## src/rtl/rv_ctrl_pkg.sv

```systemverilog
// Shared encodings for the multi-cycle RV32I controller: opcodes, FSM states,
// instruction classes, mux select codes and byte-lane helpers.
package rv_ctrl_pkg;

    localparam logic [6:0] OP_LUI    = 7'b0110111;
    localparam logic [6:0] OP_AUIPC  = 7'b0010111;
    localparam logic [6:0] OP_JAL    = 7'b1101111;
    localparam logic [6:0] OP_JALR   = 7'b1100111;
    localparam logic [6:0] OP_BRANCH = 7'b1100011;
    localparam logic [6:0] OP_LOAD   = 7'b0000011;
    localparam logic [6:0] OP_STORE  = 7'b0100011;
    localparam logic [6:0] OP_IMM    = 7'b0010011;
    localparam logic [6:0] OP_REG    = 7'b0110011;

    typedef enum logic [2:0] {
        S_FETCH  = 3'd0,
        S_DECODE = 3'd1,
        S_EXEC   = 3'd2,
        S_MEM    = 3'd3,
        S_WB     = 3'd4,
        S_TRAP   = 3'd5
    } state_e;

    typedef enum logic [3:0] {
        CL_REG, CL_IMM, CL_LUI, CL_AUIPC, CL_JAL, CL_JALR, CL_BRANCH, CL_LOAD, CL_STORE
    } class_e;

    localparam logic [1:0] ALU_ADD   = 2'b00;
    localparam logic [1:0] ALU_BR    = 2'b01;
    localparam logic [1:0] ALU_FUNCT = 2'b10;
    localparam logic [1:0] ALU_AUIPC = 2'b11;

    localparam logic [1:0] WB_ALU  = 2'd0;
    localparam logic [1:0] WB_LOAD = 2'd1;
    localparam logic [1:0] WB_PC4  = 2'd2;
    localparam logic [1:0] WB_UIMM = 2'd3;

    localparam logic [1:0] PC_PLUS4  = 2'd0;
    localparam logic [1:0] PC_BRANCH = 2'd1;
    localparam logic [1:0] PC_JAL    = 2'd2;
    localparam logic [1:0] PC_JALR   = 2'd3;

    localparam logic [1:0] SZ_BYTE = 2'd0;
    localparam logic [1:0] SZ_HALF = 2'd1;
    localparam logic [1:0] SZ_WORD = 2'd2;

    function automatic logic [3:0] lane_mask(input logic [1:0] size, input logic [1:0] addr);
        case (size)
            SZ_BYTE: return 4'b0001 << addr;
            SZ_HALF: return 4'b0011 << {addr[1], 1'b0};
            default: return 4'b1111;
        endcase
    endfunction

    function automatic logic is_misaligned(input logic [1:0] size, input logic [1:0] addr);
        return ((size == SZ_HALF) && addr[0]) || ((size == SZ_WORD) && (addr != 2'b00));
    endfunction

endpackage

```

## src/rtl/ctrl_decode.sv

```systemverilog
// Combinational instruction classifier: opcode/funct3 -> class, access size,
// unsigned-load flag and legality.
module ctrl_decode
    import rv_ctrl_pkg::*;
(
    input  logic [6:0] opcode_i,
    input  logic [2:0] funct3_i,
    output class_e     cls_o,
    output logic [1:0] size_o,
    output logic       unsigned_o,
    output logic       legal_o
);

    always_comb begin
        cls_o      = CL_REG;
        size_o     = funct3_i[1:0];
        unsigned_o = 1'b0;
        legal_o    = 1'b1;
        case (opcode_i)
            OP_LUI:    cls_o = CL_LUI;
            OP_AUIPC:  cls_o = CL_AUIPC;
            OP_JAL:    cls_o = CL_JAL;
            OP_JALR: begin
                cls_o   = CL_JALR;
                legal_o = (funct3_i == 3'b000);
            end
            OP_BRANCH: begin
                cls_o   = CL_BRANCH;
                legal_o = (funct3_i[2:1] != 2'b01);
            end
            OP_LOAD: begin
                // lb/lh/lw/lbu/lhu only
                cls_o      = CL_LOAD;
                unsigned_o = funct3_i[2];
                legal_o    = (funct3_i[1:0] != 2'b11) && (funct3_i != 3'b110);
            end
            OP_STORE: begin
                cls_o   = CL_STORE;
                legal_o = !funct3_i[2] && (funct3_i[1:0] != 2'b11);
            end
            OP_IMM:    cls_o = CL_IMM;
            OP_REG:    cls_o = CL_REG;
            default:   legal_o = 1'b0;
        endcase
    end

endmodule

```

## src/rtl/multicycle_controller.sv

```systemverilog
// Multi-cycle RV32I controller: FETCH/DECODE/EXEC/MEM/WB sequencing, memory and
// MMIO handshakes, byte-lane generation, and sticky trap flags.
module multicycle_controller
    import rv_ctrl_pkg::*;
#(
    parameter logic [31:0] IO_MASK  = 32'hFFFF_F000,
    parameter logic [31:0] IO_MATCH = 32'hFFFF_F000,
    parameter int          TIMEOUT  = 16
) (
    input  logic        clk,
    input  logic        rst,
    input  logic [31:0] inst,
    input  logic [31:0] alu_result,
    input  logic        branch_taken,
    input  logic        mem_ack,
    input  logic        io_ack,
    output logic [2:0]  state,
    output logic        ir_write,
    output logic        pc_write,
    output logic [1:0]  pc_sel,
    output logic        reg_write,
    output logic [1:0]  wb_sel,
    output logic        alu_src,
    output logic [1:0]  alu_op,
    output logic        mem_req,
    output logic        mem_we,
    output logic        io_req,
    output logic        io_we,
    output logic [3:0]  byte_en,
    output logic [1:0]  load_size,
    output logic        load_unsigned,
    output logic        illegal,
    output logic        misaligned,
    output logic        bus_timeout
);

    localparam logic [15:0] WAIT_LAST = 16'(TIMEOUT - 1);

    state_e      state_q, state_d;
    logic [15:0] wait_q, wait_d;
    logic        illegal_q, illegal_d;
    logic        misaligned_q, misaligned_d;
    logic        timeout_q, timeout_d;

    class_e      cls;
    logic [1:0]  size;
    logic        is_unsigned;
    logic        legal;
    logic        is_io;
    logic        data_ack;
    logic        alu_src_c;
    logic [1:0]  alu_op_c;
    logic        unused_inst;

    assign unused_inst = ^{inst[31:15], inst[11:7]};

    ctrl_decode u_decode (
        .opcode_i   (inst[6:0]),
        .funct3_i   (inst[14:12]),
        .cls_o      (cls),
        .size_o     (size),
        .unsigned_o (is_unsigned),
        .legal_o    (legal)
    );

    assign is_io    = (alu_result & IO_MASK) == IO_MATCH;
    assign data_ack = is_io ? io_ack : mem_ack;

    always_comb begin
        alu_src_c = 1'b1;
        alu_op_c  = ALU_ADD;
        case (cls)
            CL_REG:    begin alu_src_c = 1'b0; alu_op_c = ALU_FUNCT; end
            CL_IMM:    alu_op_c = ALU_FUNCT;
            CL_AUIPC:  alu_op_c = ALU_AUIPC;
            CL_BRANCH: begin alu_src_c = 1'b0; alu_op_c = ALU_BR; end
            default:   ;
        endcase
    end

    always_comb begin
        state_d       = state_q;
        wait_d        = wait_q;
        illegal_d     = illegal_q;
        misaligned_d  = misaligned_q;
        timeout_d     = timeout_q;
        ir_write      = 1'b0;
        pc_write      = 1'b0;
        pc_sel        = PC_PLUS4;
        reg_write     = 1'b0;
        wb_sel        = WB_ALU;
        alu_src       = 1'b0;
        alu_op        = ALU_ADD;
        mem_req       = 1'b0;
        mem_we        = 1'b0;
        io_req        = 1'b0;
        io_we         = 1'b0;
        byte_en       = 4'b0000;
        load_size     = SZ_BYTE;
        load_unsigned = 1'b0;

        case (state_q)
            S_FETCH: begin
                mem_req = 1'b1;
                byte_en = 4'b1111;
                if (mem_ack) begin
                    ir_write = 1'b1;
                    state_d  = S_DECODE;
                end else if (wait_q == WAIT_LAST) begin
                    timeout_d = 1'b1;
                    state_d   = S_TRAP;
                end
            end
            S_DECODE: begin
                if (!legal) begin
                    illegal_d = 1'b1;
                    state_d   = S_TRAP;
                end else begin
                    state_d = S_EXEC;
                end
            end
            S_EXEC: begin
                alu_src = alu_src_c;
                alu_op  = alu_op_c;
                if (cls == CL_BRANCH) begin
                    pc_write = 1'b1;
                    pc_sel   = branch_taken ? PC_BRANCH : PC_PLUS4;
                    state_d  = S_FETCH;
                end else if (cls == CL_LOAD || cls == CL_STORE) begin
                    if (is_misaligned(size, alu_result[1:0])) begin
                        misaligned_d = 1'b1;
                        state_d      = S_TRAP;
                    end else begin
                        state_d = S_MEM;
                    end
                end else begin
                    state_d = S_WB;
                end
            end
            S_MEM: begin
                // ALU stays configured so alu_result keeps presenting the address
                alu_src = alu_src_c;
                alu_op  = alu_op_c;
                byte_en = lane_mask(size, alu_result[1:0]);
                if (is_io) begin
                    io_req = 1'b1;
                    io_we  = (cls == CL_STORE);
                end else begin
                    mem_req = 1'b1;
                    mem_we  = (cls == CL_STORE);
                end
                if (cls == CL_LOAD) begin
                    load_size     = size;
                    load_unsigned = is_unsigned;
                end
                if (data_ack) begin
                    if (cls == CL_STORE) begin
                        pc_write = 1'b1;
                        state_d  = S_FETCH;
                    end else begin
                        state_d = S_WB;
                    end
                end else if (wait_q == WAIT_LAST) begin
                    timeout_d = 1'b1;
                    state_d   = S_TRAP;
                end
            end
            S_WB: begin
                alu_src   = alu_src_c;
                alu_op    = alu_op_c;
                reg_write = 1'b1;
                pc_write  = 1'b1;
                state_d   = S_FETCH;
                case (cls)
                    CL_LOAD: begin
                        wb_sel        = WB_LOAD;
                        load_size     = size;
                        load_unsigned = is_unsigned;
                    end
                    CL_JAL:  begin wb_sel = WB_PC4; pc_sel = PC_JAL; end
                    CL_JALR: begin wb_sel = WB_PC4; pc_sel = PC_JALR; end
                    CL_LUI:  wb_sel = WB_UIMM;
                    default: ;
                endcase
            end
            S_TRAP:  ;
            default: state_d = S_TRAP;
        endcase

        // Counter restarts on every state change (which every ack causes)
        if (state_d != state_q) begin
            wait_d = '0;
        end else if (state_q == S_FETCH || state_q == S_MEM) begin
            wait_d = wait_q + 16'd1;
        end

        if (rst) begin
            ir_write      = 1'b0;
            pc_write      = 1'b0;
            pc_sel        = 2'd0;
            reg_write     = 1'b0;
            wb_sel        = 2'd0;
            alu_src       = 1'b0;
            alu_op        = 2'd0;
            mem_req       = 1'b0;
            mem_we        = 1'b0;
            io_req        = 1'b0;
            io_we         = 1'b0;
            byte_en       = 4'b0000;
            load_size     = 2'd0;
            load_unsigned = 1'b0;
        end
    end

    assign state       = rst ? 3'b000 : state_q;
    assign illegal     = illegal_q & ~rst;
    assign misaligned  = misaligned_q & ~rst;
    assign bus_timeout = timeout_q & ~rst;

    always_ff @(posedge clk) begin
        if (rst) begin
            state_q      <= S_FETCH;
            wait_q       <= '0;
            illegal_q    <= 1'b0;
            misaligned_q <= 1'b0;
            timeout_q    <= 1'b0;
        end else begin
            state_q      <= state_d;
            wait_q       <= wait_d;
            illegal_q    <= illegal_d;
            misaligned_q <= misaligned_d;
            timeout_q    <= timeout_d;
        end
    end

endmodule

```

## config.mk

```make
export PLATFORM = sky130hd
export DESIGN_NAME = multicycle_controller
export DESIGN_NICKNAME = d
export VERILOG_FILES = /design/src/rtl/rv_ctrl_pkg.sv /design/src/rtl/ctrl_decode.sv /design/src/rtl/multicycle_controller.sv
export SDC_FILE = /design/constraint.sdc
export NUM_CORES = 1
export LEC_CHECK = 0
export BUFFER_PORTS_ARGS = -buffer_cell sky130_fd_sc_hd__buf_2
export CORE_ASPECT_RATIO = 1.2
export CORE_MARGIN = 2
export CORE_UTILIZATION = 45
export DETAILED_ROUTE_END_ITERATION = 10
export PLACE_DENSITY = 0.79
export SLEW_MARGIN = 20
export SYNTH_ARGS = -nofsm -noshare
export SYNTH_HDL_FRONTEND = slang
export SYNTH_SLANG_ARGS = --single-unit
```

## constraint.sdc

```tcl
create_clock -name clk -period 5.2 [get_ports clk]
set_input_delay 0.26 -clock clk [delete_from_list [all_inputs] [get_ports clk]]
set_output_delay 0.26 -clock clk [all_outputs]
set_load 0.05 [all_outputs]
```

==> summary.md <==
| Metric | Value |
|---|---|
| Status | `complete, no violations` |
| Placed Area | `2230 um^2` |
| Slowest CP cell | `a31oi_2` |
| Cell variety after synth | `57` |
| CP startpoint kind | `flip-flop` |
| Ports | `96` |
| Max-Cap Viols | `0` |
| Most common cell in the synthesized netlist | `nor2_1` |
| Hold path startpoint | `rst` |
| Post-synth top cells | `nor2_1 (29), nand2_1 (26), dfxtp_1 (22)` |
| IO buf count | `63` |
| Post-DP HPWL | `3.82 mm` |
| Synthesized area per cell | `7.52 um^2` |
| Critical path required time | `5300 ps` |
| Vias in the first global route | `1942` |
| Final period utilization | `60.0%` |
| Die Y | `75.5 um` |
| Vias per inst | `5.82` |
| Sequential element share of the synthesized area | `23.0%` |
| Die area | `4800 um^2` |
| Largest area contributor in the netlist | `dfxtp_1` |
| Slew Viols, Final | `0` |
| FMAX | `320 MHz` |
| Post-synth ARST share | `0%` |
| Post-Layout Cell Count | `364` |
| # DRC | `0` |
| Clk_lat worst skew | `260 ps` |
| Starting DRT DRC Count | `166` |
| Core footprint | `4160 um^2` |
| Final-stage net count | `379` |
| Root Buffer | `clkbuf_8` |
| H-tree levels | `1` |
| Bufs and invs on worst path | `0` |
| Warnings, synthesis | `0` |
| PD cells | `190 nW/um^2` |
| CTS-repair resized insts | `0` |
| Crit Path Max Fanout | `16` |
| Worst R2R Setup Slack | `2080 ps` |
| Row count | `26` |
| DRT Wirelength | `4.96 mm` |
| Starting Density | `46.0%` |
| CP endpoint kind | `flip-flop` |
| Synth top area cells | `dfxtp_1 (23%), nor4_2 (6.5%), nor2_1 (5.7%)` |
| Clock skew | `1.32 ps` |
| Most Frequent Cell on Critical Path | `nor4_1` |
| Filler instances | `427` |
| WS Path Type | `flip-flop to flip-flop` |
| Die width | `63.6 um` |
| Syn_nets | `325` |
| Grt ovf | `0` |
| Crit-path leading delay family | `compound AO/OA/AOI/OAI gates` |
| Gr usage total | `21.5%` |
| TritonCTS Buffers | `3` |
| CTS tree | `yes` |
| Setup bufs post-CTS | `0` |
| Initial antenna violation count | `0` |
| EDFF count, synth | `0` |
| Reg2reg start | `wait_q[0]$_SDFFE_PP0N_` |
| CP cell instances | `ha_1 > or3b_2 > nor4_1 > o21ai_0 > a31oi_2 > nor4_1` |
| R2r endpoint | `wait_q[10]$_SDFFE_PP0N_` |
| Primary FF master, synth | `dfxtp_1` |
| Detailed Routing Iterations Pass 1 | `6` |
| FF-to-FF path depth | `6` |
| Largest net degree at the start of global routing | `20` |
| RSZ-0062 raised after global routing | `no` |
| Layout cells sized above 1 | `29.2%` |
| First-pass GRT wire length | `8.38 mm` |
| Sink Count | `22` |
| Synthesized cell area | `1920 um^2` |
| Placement Setup Slack | `2130 ps` |
| Tmin final | `3120 ps` |
| Hold depth | `2` |
| Clock transition at the registers of the reported paths | `80 ps` |
| VDD IR-drop max | `0.000147 V` |
| Slew @ Worst Pin | `1080 ps` |
| Post-synthesis cell count | `255` |
| Area Overhead vs Synth | `19.3%` |
| Arr. time, crit path | `3220 ps` |
| Setup WS post-layout | `2080 ps` |
| Area share of the largest cell type after synthesis | `23.0%` |
| Footprint of the multi-input gates | `1370 um^2` |
| Leakage | `0.898 nW` |
| Hold Path Sink | `misaligned_q$_SDFFE_PP0P_` |
| Setup crit start | `wait_q[0]$_SDFFE_PP0N_` |
| Relative slew slack | `27.7%` |
| Placed cells | `360` |
| Hold Buf Count CTS | `0` |
| Setup TNS | `0 ps` |
| Final setup vio count | `0` |
| Final hold viol count | `0` |
| FF+latch area | `440 um^2` |
| CP peak stage delay | `920 ps` |
| Worst hold-check path type | `primary input to flip-flop` |
| Post-layout util | `54.9%` |
| Routed Antenna Nets | `0` |
| Vias | `2119` |
| Synth Register Bits | `22` |
| Wire per inst | `13.6 um` |
| RD Place Congestion | `0.884` |
| Final instance area | `2290 um^2` |
| N_diodes | `0` |
| Clk buf depth | `2` |
## stage by stage
step           total power, mW  hold slack, ps
3_5_place_dp             0.316             450
2_1_floorplan            0.283             429
5_1_grt                  0.457             379
3_3_place_gp             0.314             445
6_report                 0.434             363
4_1_cts                  0.437             356
## placed cells by master (no fill, tap or decap), drive strengths merged, types with 4 or more instances in the layout
| cell type | Yosys | routed |
|---|---|---|
| a21oi | 9 | 9 |
| nand2 | 26 | 26 |
| nor4 | 20 | 20 |
| nor2 | 29 | 29 |
| xnor2 | 5 | 5 |
| buf | 6 | 64 |
| a31oi | 6 | 6 |
| inv | 7 | 7 |
| nand4 | 8 | 8 |
| nand2b | 4 | 4 |
| dfxtp | 22 | 22 |
| nand3b | 4 | 4 |
| xor2 | 10 | 10 |
| o21ai | 12 | 12 |
| nand3 | 5 | 5 |
| or3 | 6 | 6 |
| and2 | 4 | 4 |
| nor2b | 10 | 10 |
| nor3 | 12 | 12 |
| clkbuf | 9 | 4 |
## cell type report
type                    count  area share [%]
repair buffers             64            14.1
flip-flops and latches     22            19.3
multi-input cells         211            60.0
inverters                   7            1.15
clock buffers               4            2.41
well taps                  56            3.07
## logic make-up (layout without fill, tap and decap cells)
kind of cell	Yosys count	in the layout	synth area share, %
AOI/OAI and AO/OA	51	51	19.0
buffers and inverters	22	75	5.48
and+or+nand+nor	142	142	44.0
DFF	22	22	23.0
muxes	2	2	1.04
xor gates and xnor gates	15	15	6.85
adders and majority gates	1	1	0.653
## state kept, by name, summed over array words and instances (netlist names)
| register | count |
|---|---|
| state_q | 3 |
| illegal_q | 1 |
| timeout_q | 1 |
| misaligned_q | 1 |
| wait_q | 16 |
## layer usage
layer | global-route usage [%] | vias up | share of wire [%]
met1 | 24.9 | 963 | 42
met2 | 41.4 | 83 | 50
met4 | 7.00 | 0 | 1.5
li1 | - | 1064 | -
met3 | 2.81 | 9 | 6.7
met5 | 0 | - | 0
## how the worst max path moves through the flow
stage                              endpoint  slack (ps)  cells past startpoint
detailed placement  wait_q[10]$_SDFFE_PP0N_        2130                      6
CTS                 wait_q[10]$_SDFFE_PP0N_        2120                      6
finish              wait_q[10]$_SDFFE_PP0N_        2080                      6
floorplan                         pc_sel[0]        1340                      5
global route        wait_q[10]$_SDFFE_PP0N_        2010                      6
global placement    wait_q[10]$_SDFFE_PP0N_        2200                      6
## report_power, final
| group | leakage [nW] | internal [mW] | switching [mW] |
|---|---|---|---|
| clock network | 0.0288 | 0.0675 | 0.0545 |
| logic | 0.691 | 0.0412 | 0.0889 |
| registers | 0.178 | 0.174 | 0.00855 |
| total | 0.898 | 0.283 | 0.152 |
Power figures use the tool's default switching activity.
